===== config.mk =====
export PLATFORM = sky130hd
export DESIGN_NAME = inst_fetch_queue
export DESIGN_NICKNAME = d
export VERILOG_FILES = /design/src/rtl/inst_fetch_queue_pkg.sv /design/src/rtl/ifq_ptr.sv /design/src/rtl/inst_fetch_queue.sv
export SDC_FILE = /design/constraint.sdc
export NUM_CORES = 1
export LEC_CHECK = 0
export ABC_AREA = 1
export CAP_MARGIN = 10
export CORE_MARGIN = 2
export CORE_UTILIZATION = 51
export DETAILED_ROUTE_END_ITERATION = 8
export GPL_ROUTABILITY_DRIVEN = 0
export GPL_TIMING_DRIVEN = 0
export PLACE_DENSITY = 0.84
export SETUP_SLACK_MARGIN = 0.3
export SYNTH_ARGS = -nofsm -noshare
export SYNTH_HDL_FRONTEND = slang
export SYNTH_HIERARCHICAL = 1
export SYNTH_SLANG_ARGS = --single-unit

===== constraint.sdc =====
create_clock -name clk -period 9.05 [get_ports clk]
set_input_delay 0.905 -clock clk [delete_from_list [all_inputs] [get_ports clk]]
set_output_delay 0.905 -clock clk [all_outputs]
set_load 0.05 [all_outputs]

===== src/rtl/inst_fetch_queue_pkg.sv =====
// rtl/inst_fetch_queue_pkg.sv - shared defaults and helpers for the instruction fetch queue
package inst_fetch_queue_pkg;

   localparam int XLEN_DEFAULT = 32;
   localparam int ILEN_DEFAULT = 32;

   // addi x0, x0, 0 -- what decode substitutes while out_valid is low
   localparam logic [31:0] NOP_INST = 32'h0000_0013;

   // Index bits plus one wrap bit, so full and empty stay distinguishable
   function automatic int ptr_width(input int depth);
      return $clog2(depth) + 1;
   endfunction

endpackage


===== src/rtl/ifq_ptr.sv =====
// rtl/ifq_ptr.sv - wrap-bit FIFO pointer with increment, flush load and full/empty compare
module ifq_ptr
   import inst_fetch_queue_pkg::*;
#(
   parameter int DEPTH = 4,
   parameter int PW    = ptr_width(DEPTH)
) (
   input  logic          clk,
   input  logic          rst,
   input  logic          inc,
   input  logic          load,
   input  logic [PW-1:0] load_val,
   input  logic [PW-1:0] other,
   output logic [PW-1:0] ptr,
   output logic          same,
   output logic          wrapped
);

   always_ff @(posedge clk or posedge rst) begin
      if (rst) begin
         ptr <= '0;
      end else if (load) begin
         ptr <= load_val;
      end else if (inc) begin
         ptr <= ptr + 1'b1;
      end
   end

   // Same index with opposite wrap bits means the writer is one lap ahead
   assign same    = (ptr == other);
   assign wrapped = (ptr[PW-2:0] == other[PW-2:0]) && (ptr[PW-1] != other[PW-1]);

endmodule


===== src/rtl/inst_fetch_queue.sv =====
// rtl/inst_fetch_queue.sv - fetch-to-decode {pc, inst} FIFO with redirect flush; RVSEED_IFQ_BYPASS_EN adds empty-queue pass-through
module inst_fetch_queue
   import inst_fetch_queue_pkg::*;
#(
   parameter int DEPTH = 4,
   parameter int XLEN  = XLEN_DEFAULT,
   parameter int ILEN  = ILEN_DEFAULT
) (
   input  logic                   clk,
   input  logic                   rst,
   input  logic                   flush,
   input  logic                   in_valid,
   output logic                   in_ready,
   input  logic [XLEN-1:0]        in_pc,
   input  logic [ILEN-1:0]        in_inst,
   output logic                   out_valid,
   input  logic                   out_ready,
   output logic [XLEN-1:0]        out_pc,
   output logic [ILEN-1:0]        out_inst,
   output logic [$clog2(DEPTH):0] count
);

   localparam int PW = ptr_width(DEPTH);
   localparam int AW = PW - 1;

   logic [XLEN-1:0] pc_mem   [DEPTH];
   logic [ILEN-1:0] inst_mem [DEPTH];

   logic [PW-1:0] wr_ptr;
   logic [PW-1:0] rd_ptr;
   logic          wr_same, wr_wrapped;
   logic          rd_same, rd_wrapped;
   logic          empty, full;
   logic          push, pop;

   // Both instances compare the same pair, so either result is valid
   assign empty    = wr_same & rd_same;
   assign full     = wr_wrapped | rd_wrapped;
   assign in_ready = !full;
   assign pop      = !empty && out_ready && !flush;

`ifdef RVSEED_IFQ_BYPASS_EN
   // An entry consumed straight through an empty queue never touches storage
   assign push = in_valid && in_ready && !flush && !(empty && out_ready);

   always_comb begin
      out_valid = 1'b0;
      out_pc    = '0;
      out_inst  = '0;
      if (!empty) begin
         out_valid = 1'b1;
         out_pc    = pc_mem[rd_ptr[AW-1:0]];
         out_inst  = inst_mem[rd_ptr[AW-1:0]];
      end else if (!flush && in_valid) begin
         out_valid = 1'b1;
         out_pc    = in_pc;
         out_inst  = in_inst;
      end
   end
`else
   assign push = in_valid && in_ready && !flush;

   // Storage survives a flush, so an empty queue must mask the stale head
   always_comb begin
      out_valid = 1'b0;
      out_pc    = '0;
      out_inst  = '0;
      if (!empty) begin
         out_valid = 1'b1;
         out_pc    = pc_mem[rd_ptr[AW-1:0]];
         out_inst  = inst_mem[rd_ptr[AW-1:0]];
      end
   end
`endif

   ifq_ptr #(.DEPTH(DEPTH), .PW(PW)) u_wr_ptr (
      .clk      (clk),
      .rst      (rst),
      .inc      (push),
      .load     (flush),
      .load_val (rd_ptr),
      .other    (rd_ptr),
      .ptr      (wr_ptr),
      .same     (wr_same),
      .wrapped  (wr_wrapped)
   );

   ifq_ptr #(.DEPTH(DEPTH), .PW(PW)) u_rd_ptr (
      .clk      (clk),
      .rst      (rst),
      .inc      (pop),
      .load     (flush),
      .load_val (rd_ptr),
      .other    (wr_ptr),
      .ptr      (rd_ptr),
      .same     (rd_same),
      .wrapped  (rd_wrapped)
   );

   always_ff @(posedge clk or posedge rst) begin
      if (rst) begin
         for (int i = 0; i < DEPTH; i++) begin
            pc_mem[i]   <= '0;
            inst_mem[i] <= '0;
         end
      end else if (push) begin
         pc_mem[wr_ptr[AW-1:0]]   <= in_pc;
         inst_mem[wr_ptr[AW-1:0]] <= in_inst;
      end
   end

   assign count = wr_ptr - rd_ptr;

endmodule


== Word level (Yosys, flattened, before mapping) ==
Index checks and enable logic that the tools add are counted.

* Add/sub/neg operators: 3
* $lt $le $gt $ge: 3
* Equality and inequality tests: 6
* Multiplexer cells: 15
* Bitwise logic cells: 5
* Reduce and logical (&&, ||, !) cells: 12

{| class="wikitable"
|+ Operator list
! operator !! count
|-
| bitwise mux 128 bit || 2
|-
| two-way mux 32 bit || 7
|-
| binary-select mux 32 bit (select 2 bit) || 2
|-
| demux 32 bit (select 2 bit) || 1
|-
| logical AND 1 bit || 7
|-
| adder 3 x 1 -> 3 bit (second input constant) || 2
|-
| == test 3 bit || 2
|-
| >= comparator 3 bit (second input constant) || 2
|-
| two-way mux 3 bit || 2
|-
| inverter 2 -> 3 bit || 2
|-
| == test 2 bit || 2
|-
| zero test 1 bit || 3
|-
| less-than comparator 3 x 1 -> 1 bit (second input constant) || 1
|-
| subtractor 3 bit || 1
|-
| != test 1 bit || 2
|-
| AND reduction 2 bit || 1
|-
| nonzero test 2 bit || 1
|-
| bitwise AND 1 bit || 1
|-
| two-way mux 1 bit || 1
|-
| inverter 1 bit || 1
|-
| OR 1 bit || 1
|}

* Register bits: 262
* Bits of input ports: 69
* Output and inout port bits: 69
* Logic and storage cells: 54

== Logic depth before layout (Yosys ltp) ==
Gate-level depths: netlist of run 1.

* Word-level depth: 8
* Depth in mapped cells: 13
* Depth with buffers taken out: 12

== By module ==
The synthesis of run 1 kept the hierarchy.

{| class="wikitable"
|+ By module, submodules not included
! module !! times used !! cells each !! area an instance (um^2)
|-
| inst_fetch_queue || 1 || 1891 || 13332.8
|-
| ifq_ptr || 2 || 39 || 236.5
|}

== Worst setup path after synthesis of run 1 ==
Ideal clock, no wire load.

* Path type: register -> output
* Start: reg u_rd_ptr.ptr[1]
* End: out out_inst[10]
* Data arrival time: 2.407 ns
* Setup slack: 5.738 ns
* Stages on the path, launching flop included: 11
* Buffers on the path: 2
* Cell sequence: dfrtp_1 -> inv_1 -> nand2_1 -> nand2_1 -> nand2_1 -> nor2_1 -> nand2_1 -> inv_1 -> clkbuf_1 -> buf_1 -> a21oi_1

* Elaborated cells on any way between the ends: 8

{| class="wikitable"
|+ RTL lines
! item !! line !! text
|-
| start, declared || ifq_ptr.sv:14 || <nowiki>output logic [PW-1:0] ptr,</nowiki>
|-
| start signal, assigned || ifq_ptr.sv:23 || <nowiki>ptr <= load_val;</nowiki>
|-
| start signal, assigned || ifq_ptr.sv:25 || <nowiki>ptr <= ptr + 1'b1;</nowiki>
|-
| == test 3 bit || ifq_ptr.sv:30 || <nowiki>assign same = (ptr == other);</nowiki>
|-
| named net wr_same || inst_fetch_queue.sv:31 || <nowiki>logic wr_same, wr_wrapped;</nowiki>
|-
| bitwise AND 1 bit || inst_fetch_queue.sv:37 || <nowiki>assign empty = wr_same & rd_same;</nowiki>
|-
| two-way mux 32 bit || inst_fetch_queue.sv:68 || <nowiki>if (!empty) begin</nowiki>
|-
| end, declared || inst_fetch_queue.sv:19 || <nowiki>output logic [ILEN-1:0] out_inst,</nowiki>
|}

The timed path passes the listed nets, and every way through them passes these cells. The select of a mux whose other input is x is not followed.

== Worst setup path in the final report of run 1 ==
* Start: reg u_rd_ptr.ptr[0]
* End: out out_pc[27]

* Elaborated cells on any way between the ends: 8

{| class="wikitable"
|+ RTL lines
! item !! line !! text
|-
| == test 3 bit || ifq_ptr.sv:30 ||
|-
| named net rd_same || inst_fetch_queue.sv:32 || <nowiki>logic rd_same, rd_wrapped;</nowiki>
|-
| bitwise AND 1 bit || inst_fetch_queue.sv:37 ||
|-
| two-way mux 32 bit || inst_fetch_queue.sv:68 ||
|-
| end, declared || inst_fetch_queue.sv:18 || <nowiki>output logic [XLEN-1:0] out_pc,</nowiki>
|}

The timed path passes the listed nets, and every way through them passes these cells. The select of a mux whose other input is x is not followed.

==> results.md, run 1 <==
- Status: complete, no violations
- IO Pins: around 140
- FF-to-FF Start: u_rd_ptr/ptr[0]$_DFFE_PP0P_
- Sequential area share after synthesis: 47.5%
- Vias in the first global route: 13300
- Worst-Margin Slew: 0.707 ns
- Yosys warns: 6
- Slew Limit Fails: 0
- Final Hold Vio Count: 0
- Share of cells above drive strength 1: 6.39%
- Gr usage total: 29.6%
- Synth Flop Type: dfrtp_1
- Die ar.: 0.0284 mm^2
- Hold slack: 0.469 ns
- CP startpoint: u_rd_ptr/ptr[0]$_DFFE_PP0P_
- Fillers: 2325
- Peak supply drop: 342 uV
- 1st-iter DRT viols: approximately 1700
- Flop-to-flop setup slack: 6.67 ns
- Top post-synthesis cells by area: dfrtp_1 47%, nand2_1 22%, nand3_1 14%
- WL/cell: approximately 17 um
- Top-area cell type share of the netlist area: 47.5%
- Crit path DAT: between 3 and 4 ns
- Commonest non-fill, non-tap cell in the layout: nand2_1
- Vias: 13700
- Postcts setup bufs: 0
- 1st-pass router iterations: 5
- Max incr delay on CP: 0.76 ns
- CTS resizes: 0
- Post-synth EDFFs: 0
- ANT nets after route: 0
- CP Max Fanout: 12
- Seq cells post-synth: about 260
- Die Wd: about 170 um
- Clk_lat worst skew: 0.55 ns
- Htree depth: 1
- Layout net count: 2211
- Crit end category: primary output
- Clock skew: around 0.015 ns
- Worst R2R End: inst_mem[48]$_DFFE_PP0P_
- Worst EP required: 8.15 ns
- First-pass GRT wire length: 67200 um
- Dpl cell area: 0.0157 mm^2
- R2R depth: 12
- Max Cap Viol: 0
- CTS max path bufs: 3
- Syn Nets: 2042
- Largest net degree at the start of global routing: 129
- Synth area leader: dfrtp_1
- Final worst slack: 4.26 ns
- Crit path top cell by count: nand2_1
- Asr flop ratio synth: 100%
- CTS tree: built
- Cell row count: 60
- Setup violators final: 0
- Mapped Cells: 1969
- Area delta synth->final: 20.4%
- Hold Buf Count CTS: 0
- Util after Layout: 62.0%
- Final std cell area, no fill: 0.0166 mm^2
- CTS Buf Count: 28
- Crit path to: out_pc[27]
- Die Ht: 169 um
- Tcrit/Tclk final: 53.0%
- Synth cell types: 19
- CP max stage cell: clkdlybuf4s50_1
- Worst-path clk slew: 0.06 ns
- Min Tclk post-route: 4.79 ns
- Initial antenna violation count: 1
- Syn_area_per_cell: 7.01 um^2
- Placement Setup Slack: 5.02 ns
- Port-buffer cells: 137
- DRC viols: 0
- CP startpoint kind: register
- Power density of the placed cells: 454 mW/mm^2
- Worst hold path type: reg2reg
- Commonest non-fill, non-tap cells in the layout: 810 x nand2_1, 390 x nand3_1, 285 x inv_1
- Leakage: 9.08 nW
- Post-Synthesis Cell Area: 0.0138 mm^2
- CP Cell Sequence: nand2_1 -> nand2_1 -> nand2_1 -> nor2_1 -> nand2_1 -> inv_1 -> clkbuf_1 -> buf_1 -> a21oi_1 -> clkdlybuf4s50_1
- RSZ-0062 raised after global routing: no
- Highest Clock Rate: 0.209 GHz
- Initial Util: between 50 and 60%
- Hpwl dp: around 28000 um
- Grt ovf: 0
- Crit Path Class: reg2out
- Via density per instance: 5.48
- CTS Sinks: 262
- DRT Wirelength: approximately 42000 um
- Core Region: 0.0268 mm^2
- CTS Root Buffer Type: clkbuf_16
- Max_slew headroom: 52.9%
[cells in the mapped netlist (2+ instances only)]
cell and n:
a21boi_0 2, a21oi_1 64, buf_1 17, buf_2 55
buf_4 26, buf_6 2, clkbuf_1 28, dfrtp_1 262
ha_1 3, inv_1 286, nand2_1 810, nand2_2 4
nand3_1 390, nor2_1 12, xnor2_1 3, xor2_1 2
[critical path: cells and delay by family, from the launching register on]
| family | cells | cell delay (ns) |
|---|---|---|
| AND/OR/NAND/NOR | 5 | 0.50 |
| AO/OA/AOI/OAI | 1 | 0.23 |
| flip-flops | 1 | 0.62 |
| buffers and inverters | 4 | 1.96 |
[area by class of cell]
type	count	area [um^2]	share of cell area, %
inverter	287	1080	6.52
antenna	1	2.50	0.0150
buffer	128	662	3.98
multi-input combinational	1292	5510	33.1
tap	341	427	2.57
timing repair buffer	139	1430	8.58
sequential	262	6560	39.4
clock buffer	46	900	5.41
clock inverter	6	60.1	0.361
[kinds of logic (layout without fill, tap and decap cells)]
logic type | after synthesis | count (layout) | share of synthesized area, %
other | 0 | 1 | 0
xor gates and xnor gates | 5 | 5 | 0.317
adders and majority gates | 4 | 4 | 0.417
AOI/OAI and AO/OA | 66 | 66 | 2.43
buffers and inverters | 415 | 606 | 12.6
DFF | 262 | 262 | 47.5
and+or+nand+nor | 1217 | 1217 | 36.8
[per-layer routing]
metal	vias up	routed length (um)	share of wire, %	GRT usage [%]
li1	6353	-	-	-
met1	6403	16400	39	38.3
met2	806	19800	47	49.6
met3	141	4140	9.8	4.79
met4	0	1790	4.2	12.6
met5	-	0	0	0
[registers in the layout, summed over array words and instances, names as in the netlist]
register	flops
inst_mem	128
pc_mem	128
u_wr_ptr/ptr	3
u_rd_ptr/ptr	3
[worst min path at each step]
stage                                         from  slack [ns]  cells past startpoint                  endpoint
after floorplan            inst_mem[0]$_DFFE_PP0P_        0.44                      2   inst_mem[0]$_DFFE_PP0P_
after global placement    inst_mem[95]$_DFFE_PP0P_        0.45                      2  inst_mem[95]$_DFFE_PP0P_
after detailed placement   pc_mem[116]$_DFFE_PP0P_        0.46                      2   pc_mem[116]$_DFFE_PP0P_
after CTS                 inst_mem[61]$_DFFE_PP0P_        0.47                      2  inst_mem[61]$_DFFE_PP0P_
after global routing      inst_mem[86]$_DFFE_PP0P_        0.48                      2  inst_mem[86]$_DFFE_PP0P_
final                       pc_mem[77]$_DFFE_PP0P_        0.47                      2    pc_mem[77]$_DFFE_PP0P_
[stage by stage]
stage	TNS, ns	power (mW)	cells
global route	0	8.00	2501
CTS	0	7.50	2501
global placement	-535.72	6.17	2447
finish	0	7.55	2502
floorplan	0	4.92	1969
detailed placement	0	6.30	2449
[power breakdown]
part,internal [mW],total (mW),switching [mW]
Sequential,1.72,2.05,0.323
Combinational,1.33,4.32,2.99
Clock,0.703,1.18,0.481
Note: power is estimated with default switching activity, not from simulation.
==> run 2, diff against run 1 <==
==> constraint.sdc (replaced) <==
create_clock -name clk -period 4.5 [get_ports clk]
set_input_delay 0.45 -clock clk [delete_from_list [all_inputs] [get_ports clk]]
set_output_delay 0.45 -clock clk [all_outputs]
set_load 0.05 [all_outputs]
==> results.md, run 2 (synthesis results as in run 1) <==
- Placement Setup Slack: 0.918 ns (-4.10 ns)
- CP startpoint: u_rd_ptr/ptr[0]$_DFFE_PP0P_
- CTS Sinks: 262 (unchanged)
- 1st-iter DRT viols: 1514 (-13%)
- Via density per instance: 5.50 (+0.44%)
- First-pass GRT wire length: 67400 um (+0.26%)
- Min Tclk post-route: a little over 4 ns
- Worst-Margin Slew: 0.687 ns (-0.0201 ns)
- Final std cell area, no fill: 0.0168 mm^2 (+0.87%)
- Share of cells above drive strength 1: 6.93% (+0.54 points)
- Vias in the first global route: 13300 (-0.43%)
- Die Wd: 169 um (unchanged)
- Dpl cell area: 0.0158 mm^2 (+0.57%)
- Tcrit/Tclk final: between 90% and 100%
- Cell row count: 60 (unchanged)
- Worst EP required: 4.05 ns (-4.10 ns)
- Largest net degree at the start of global routing: 44 (-66%)
- Commonest non-fill, non-tap cells in the layout: 810 x nand2_1, 390 x nand3_1, 285 x inv_1
- Hold Buf Count CTS: 0 (unchanged)
- Grt ovf: 0 (unchanged)
- Slew Limit Fails: 0 (unchanged)
- FF/Latch Area: 0.00656 mm^2 (unchanged)
- CTS max path bufs: 3 (unchanged)
- Leakage: 9.17 nW (+0.96%)
- Final worst slack: 0.430 ns (-3.83 ns)
- Crit path to: out_pc[28]
- CP Max Fanout: 12 (unchanged)
- Worst hold path type: in2async
- Area of the multi-input gates: 0.00551 mm^2 (unchanged)
- Setup violators final: 0 (unchanged)
- CTS Buf Count: 28 (unchanged)
- Max Cap Viol: 0 (unchanged)
- Die Ht: 169 um (unchanged)
- FF-to-FF Start: u_rd_ptr/ptr[0]$_DFFE_PP0P_
- ANT nets after route: 0 (unchanged)
- Initial Util: 51.5% (unchanged)
- R2R depth: 12 (unchanged)
- Layout net count: 2216 (+0.23%)
- Gr usage total: 29.7% (+0.099 points)
- DRT Wirelength: 42400 um (+0.54%)
- CTS tree: built
- Status: complete, no violations
- DRC viols: 0 (unchanged)
- Die ar.: 0.0284 mm^2 (unchanged)
- Peak supply drop: 662 uV (+93%)
- RSZ-0062 raised after global routing: yes
- Area delta synth->final: 21.5%
- Power density of the placed cells: 916 mW/mm^2 (+100%)
- Postcts setup bufs: 0 (unchanged)
- Clock skew: 0.00989 ns (-0.00549 ns)
- Htree depth: 1 (unchanged)
- CTS resizes: 0 (unchanged)
- Flop-to-flop setup slack: 2.20 ns (-4.47 ns)
- Initial antenna violation count: 1 (unchanged)
- WL/cell: 16.9 um (+0.38%)
- Crit path DAT: 3.62 ns (-0.27 ns)
- Worst-path clk slew: 0.06 ns (about the same)
- Commonest non-fill, non-tap cell in the layout: nand2_1
- Max_slew headroom: 54.2% (+1.3 points)
- Fillers: 2255 (-3.0%)
- Highest Clock Rate: 0.246 GHz
- Top Registers: inst_mem: 128 flops, pc_mem: 128 flops
- IO Pins: 138 (unchanged)
- Hpwl dp: 29200 um (+3.2%)
- Worst R2R End: inst_mem[95]$_DFFE_PP0P_
- Clk_lat worst skew: 0.55 ns (about the same)
- CTS Root Buffer Type: clkbuf_16
- Port-buffer cells: 137 (unchanged)
- Crit Path Class: reg2out
- CP startpoint kind: register
- Crit end category: primary output
- Core Region: 0.0268 mm^2 (unchanged)
- 1st-pass router iterations: 6 (+1)
- Final Hold Vio Count: 0 (unchanged)
- Final TNS setup: 0 ns (unchanged)
- Vias: 13800 (+0.60%)
## run 2: cell types whose count changed in the layout (fill, tap and decap cells not counted), sizes merged
| cell | change |
|---|---|
| clkinv | +6 |
| bufinv | +4 |
| clkbuf | -5 |
| clkinvlp | -1 |
## run 2: worst min-delay path by stage
stage,endpoint,from,cells past startpoint,slack (ns)
3_5_place_dp,inst_mem[26]$_DFFE_PP0P_,inst_mem[26]$_DFFE_PP0P_,2,0.46
3_3_place_gp,pc_mem[11]$_DFFE_PP0P_,pc_mem[11]$_DFFE_PP0P_,2,0.45
5_1_grt,u_wr_ptr/ptr[1]$_DFFE_PP0P_,rst,2,0.21
6_report,u_wr_ptr/ptr[1]$_DFFE_PP0P_,rst,2,0.19
2_1_floorplan,u_rd_ptr/ptr[0]$_DFFE_PP0P_,rst,1,0.20
4_1_cts,u_wr_ptr/ptr[1]$_DFFE_PP0P_,rst,2,0.19
## run 2: worst max-delay path, cell delays in order, from the launching register on
cell and delay, ns:
dfrtp_1 0.62, inv_1 0.12, nand2_1 0.08, nand2_1 0.04, nand2_1 0.08, nor2_1 0.05
nand2_1 0.09, inv_1 0.06, clkbuf_1 0.30, clkbuf_2 0.37, a21oi_1 0.38, clkdlybuf4s50_1 0.88
## run 2: area by class of cell
| class | instances | area share (%) |
|---|---|---|
| flip-flops and latches | 262 | 39.1 |
| multi-input cells | 1292 | 32.9 |
| repair buffers | 144 | 9.06 |
| inverters | 287 | 6.44 |
| diodes | 1 | 0.0149 |
| well taps | 341 | 2.54 |
| clock inverters | 15 | 1.30 |
| clock buffers | 36 | 4.72 |
| plain buffers | 128 | 3.98 |
## run 2: through the flow
step | instances | utilization [%] | hold WS (ns) | total power [mW]
after floorplan | 1969 | - | 0.204 | 9.89
after detailed placement | 2454 | 58.8 | 0.458 | 12.7
after CTS | 2505 | 62.6 | 0.185 | 15.3
final | 2506 | 62.6 | 0.186 | 15.4
after global placement | 2447 | 58.2 | 0.453 | 12.4
after global routing | 2505 | 62.6 | 0.213 | 16.3
## run 2: metal layers
| metal | track usage (%) | up-vias | share of wire (%) |
|---|---|---|---|
| li1 | - | 6366 | - |
| met1 | 38.8 | 6484 | 39 |
| met2 | 48.8 | 798 | 47 |
| met3 | 4.47 | 137 | 9.8 |
| met4 | 14.3 | 0 | 4.3 |
| met5 | 0 | - | 0 |
## run 2: where the power goes
part           switching (mW)  internal (mW)
registers               0.663           3.46
logic                    6.02           2.69
clock network           0.997           1.53
==> run 3, diff against run 2 <==
--- a/config.mk
+++ b/config.mk
@@ -6,8 +6,9 @@
 export NUM_CORES = 1
 export LEC_CHECK = 0
 export ABC_AREA = 1
+export ABC_CLOCK_PERIOD_IN_PS = 4500
 export CAP_MARGIN = 10
-export CORE_MARGIN = 2
+export CORE_MARGIN = 3
 export CORE_UTILIZATION = 51
 export DETAILED_ROUTE_END_ITERATION = 8
 export GPL_ROUTABILITY_DRIVEN = 0
==> results.md, run 3 (synthesis results as in run 1) <==
- Status: complete, no violations
- 1st-pass router iterations: 6 (unchanged)
- First-pass GRT wire length: 68400 um (+1.5%)
- Setup violators final: 0 (unchanged)
- CTS Root Buffer Type: clkbuf_16
- Power density of the placed cells: 909 mW/mm^2 (-0.74%)
- Initial antenna violation count: 1 (unchanged)
- Core Region: 0.0264 mm^2 (-1.7%)
- Leakage: 9.17 nW (about the same)
- Tcrit/Tclk final: 88.1% (-2.4 points)
- Initial Util: 52.4% (+0.87 points)
- Internal: 7.56 mW (-1.6%)
- Vias: 13700 (-0.90%)
- Util after Layout: 63.4% (+0.82 points)
- Crit Path Class: reg2out
- RSZ-0062 raised after global routing: no
- DRT Wirelength: 42500 um (+0.35%)
- IO Pins: 138 (unchanged)
- Grt ovf: 0 (unchanged)
- Share of cells above drive strength 1: 6.84% (-0.096 points)
- Top Registers: inst_mem: 128 flops, pc_mem: 128 flops
- ANT nets after route: 0 (unchanged)
- Worst-Margin Slew: 0.725 ns (+0.0380 ns)
- Hpwl dp: 29000 um (-0.81%)
- Hold slack: 0.193 ns (+0.00766 ns)
- Clk_lat worst skew: 0.54 ns (about the same)
- CTS Buf Count: 28 (unchanged)
- Area delta synth->final: 21.0%
- 1st-iter DRT viols: 1693 (+12%)
- Flop-to-flop setup slack: 2.13 ns (-0.07 ns)
- Max_slew headroom: 51.7% (-2.5 points)
- Clock skew: 0.00818 ns (-0.00172 ns)
- Vias in the first global route: 13300 (+0.34%)
- DRC viols: 0 (unchanged)
- Ant diodes: 0 (-1)
- Worst-path clk slew: 0.06 ns (about the same)
- Sequential share of power: 27.1% (+0.2 points)
- Comb pwr share: 57.3% (+0.6 points)
- Hold Buf Count CTS: 0 (unchanged)
- Peak supply drop: 914 uV (+38%)
- Via density per instance: 5.46 (-0.66%)
- Final Hold Vio Count: 0 (unchanged)
- Htree depth: 1 (unchanged)
- Power Total: 15.2 mW (-1.1%)
- Highest Clock Rate: 0.252 GHz (+2.7%)
- Crit end category: primary output
- Die Wd: 171 um (+1.2%)
- FF-to-FF Start: u_rd_ptr/ptr[0]$_DFFE_PP0P_
- Worst EP required: 4.05 ns (about the same)
- CTS tree: built
- Slew Limit Fails: 0 (unchanged)
- Port-buffer cells: 137 (unchanged)
- Cell row count: 59 (-1.7%)
- Sw frac: 50.2% (+0.23 points)
- CTS max path bufs: 3 (unchanged)
- Postcts setup bufs: 0 (unchanged)
- Psw: 7.63 mW (-0.66%)
- WL/cell: 17.0 um (+0.59%)
- Largest net degree at the start of global routing: 43 (-2.3%)
- Layout net count: 2216 (unchanged)
- Min Tclk post-route: 3.96 ns (-0.107 ns)
- Die ar.: 0.0291 mm^2 (+2.4%)
- Fillers: 2219 (-1.6%)
- Clock network power share: 15.6% (-0.9 points)
- Commonest non-fill, non-tap cells in the layout: 810 x nand2_1, 390 x nand3_1, 285 x inv_1
- Gr usage total: 29.2% (-0.44 points)
- CTS Sinks: 262 (unchanged)
- Die Ht: 171 um (+1.2%)
- Crit path DAT: 3.51 ns (-0.11 ns)
- Commonest non-fill, non-tap cell in the layout: nand2_1
- Worst R2R End: inst_mem[73]$_DFFE_PP0P_
- Worst hold path type: in2async
- CTS resizes: 0 (unchanged)
- Max Cap Viol: 0 (unchanged)
- CP startpoint kind: register
- R2R depth: 12 (unchanged)
- CP Max Fanout: 12 (unchanged)
[run 3: layout make-up]
class,instances,area (um^2),share of cell area (%)
clock inverters,6,58.8,0.352
plain buffers,128,668,4.00
well taps,335,419,2.51
inverters,287,1080,6.47
multi-input cells,1292,5510,33.0
clock buffers,46,900,5.38
flip-flops and latches,262,6560,39.2
repair buffers,144,1520,9.08
[run 3: power groups by stage]
stage               clock, mW  combinational, mW  sequential, mW
floorplan                   0               5.92            3.97
global placement            0               8.35            4.07
detailed placement          0               8.56            4.12
CTS                      2.38               8.63            4.09
global route             2.48               9.42            4.24
finish                   2.37               8.70            4.12
[run 3: routing by layer]
metal | vias up | routed length (um) | GRT usage, % | share of wire, %
met5 | - | 13 | 0 | 0.031
met4 | 2 | 1820 | 12.8 | 4.3
met3 | 132 | 3930 | 5.06 | 9.2
met2 | 742 | 20100 | 47.5 | 47
met1 | 6433 | 16600 | 38.8 | 39
li1 | 6352 | - | - | -
[run 3: stage by stage]
| stage | setup WS (ns) | setup TNS [ns] | area (um^2) | std cells |
|---|---|---|---|---|
| finish | 0.537 | 0 | 16700 | 2500 |
| global route | 0.373 | 0 | 16700 | 2500 |
| CTS | 0.313 | 0 | 16700 | 2500 |
| detailed placement | 0.963 | 0 | 15700 | 2448 |
| global placement | -1.20 | -304.36 | 15600 | 2441 |
| floorplan | 0.678 | 0 | 13800 | 1969 |
[run 3: worst max-delay path by stage]
stage / end / cells past startpoint / start / slack (ns)
floorplan: inst_mem[0]$_DFFE_PP0P_ / 1 / rst / 0.68
CTS: out_inst[8] / 10 / u_rd_ptr/ptr[0]$_DFFE_PP0P_ / 0.31
detailed placement: out_pc[27] / 10 / u_rd_ptr/ptr[0]$_DFFE_PP0P_ / 0.96
finish: out_inst[8] / 11 / u_rd_ptr/ptr[0]$_DFFE_PP0P_ / 0.54
global placement: pc_mem[98]$_DFFE_PP0P_ / 2 / rst / -1.20
global route: out_inst[8] / 11 / u_rd_ptr/ptr[0]$_DFFE_PP0P_ / 0.37
[run 3: critical path, stage by stage (launching register included)]
cell and delay (ns):
dfrtp_1 0.63, inv_1 0.12, nand2_1 0.08, nand2_1 0.05, nand2_1 0.08, nor2_1 0.04, nand2_1 0.10, inv_1 0.06
clkbuf_2 0.25, clkbuf_2 0.32, a21oi_1 0.36, clkdlybuf4s50_1 0.87
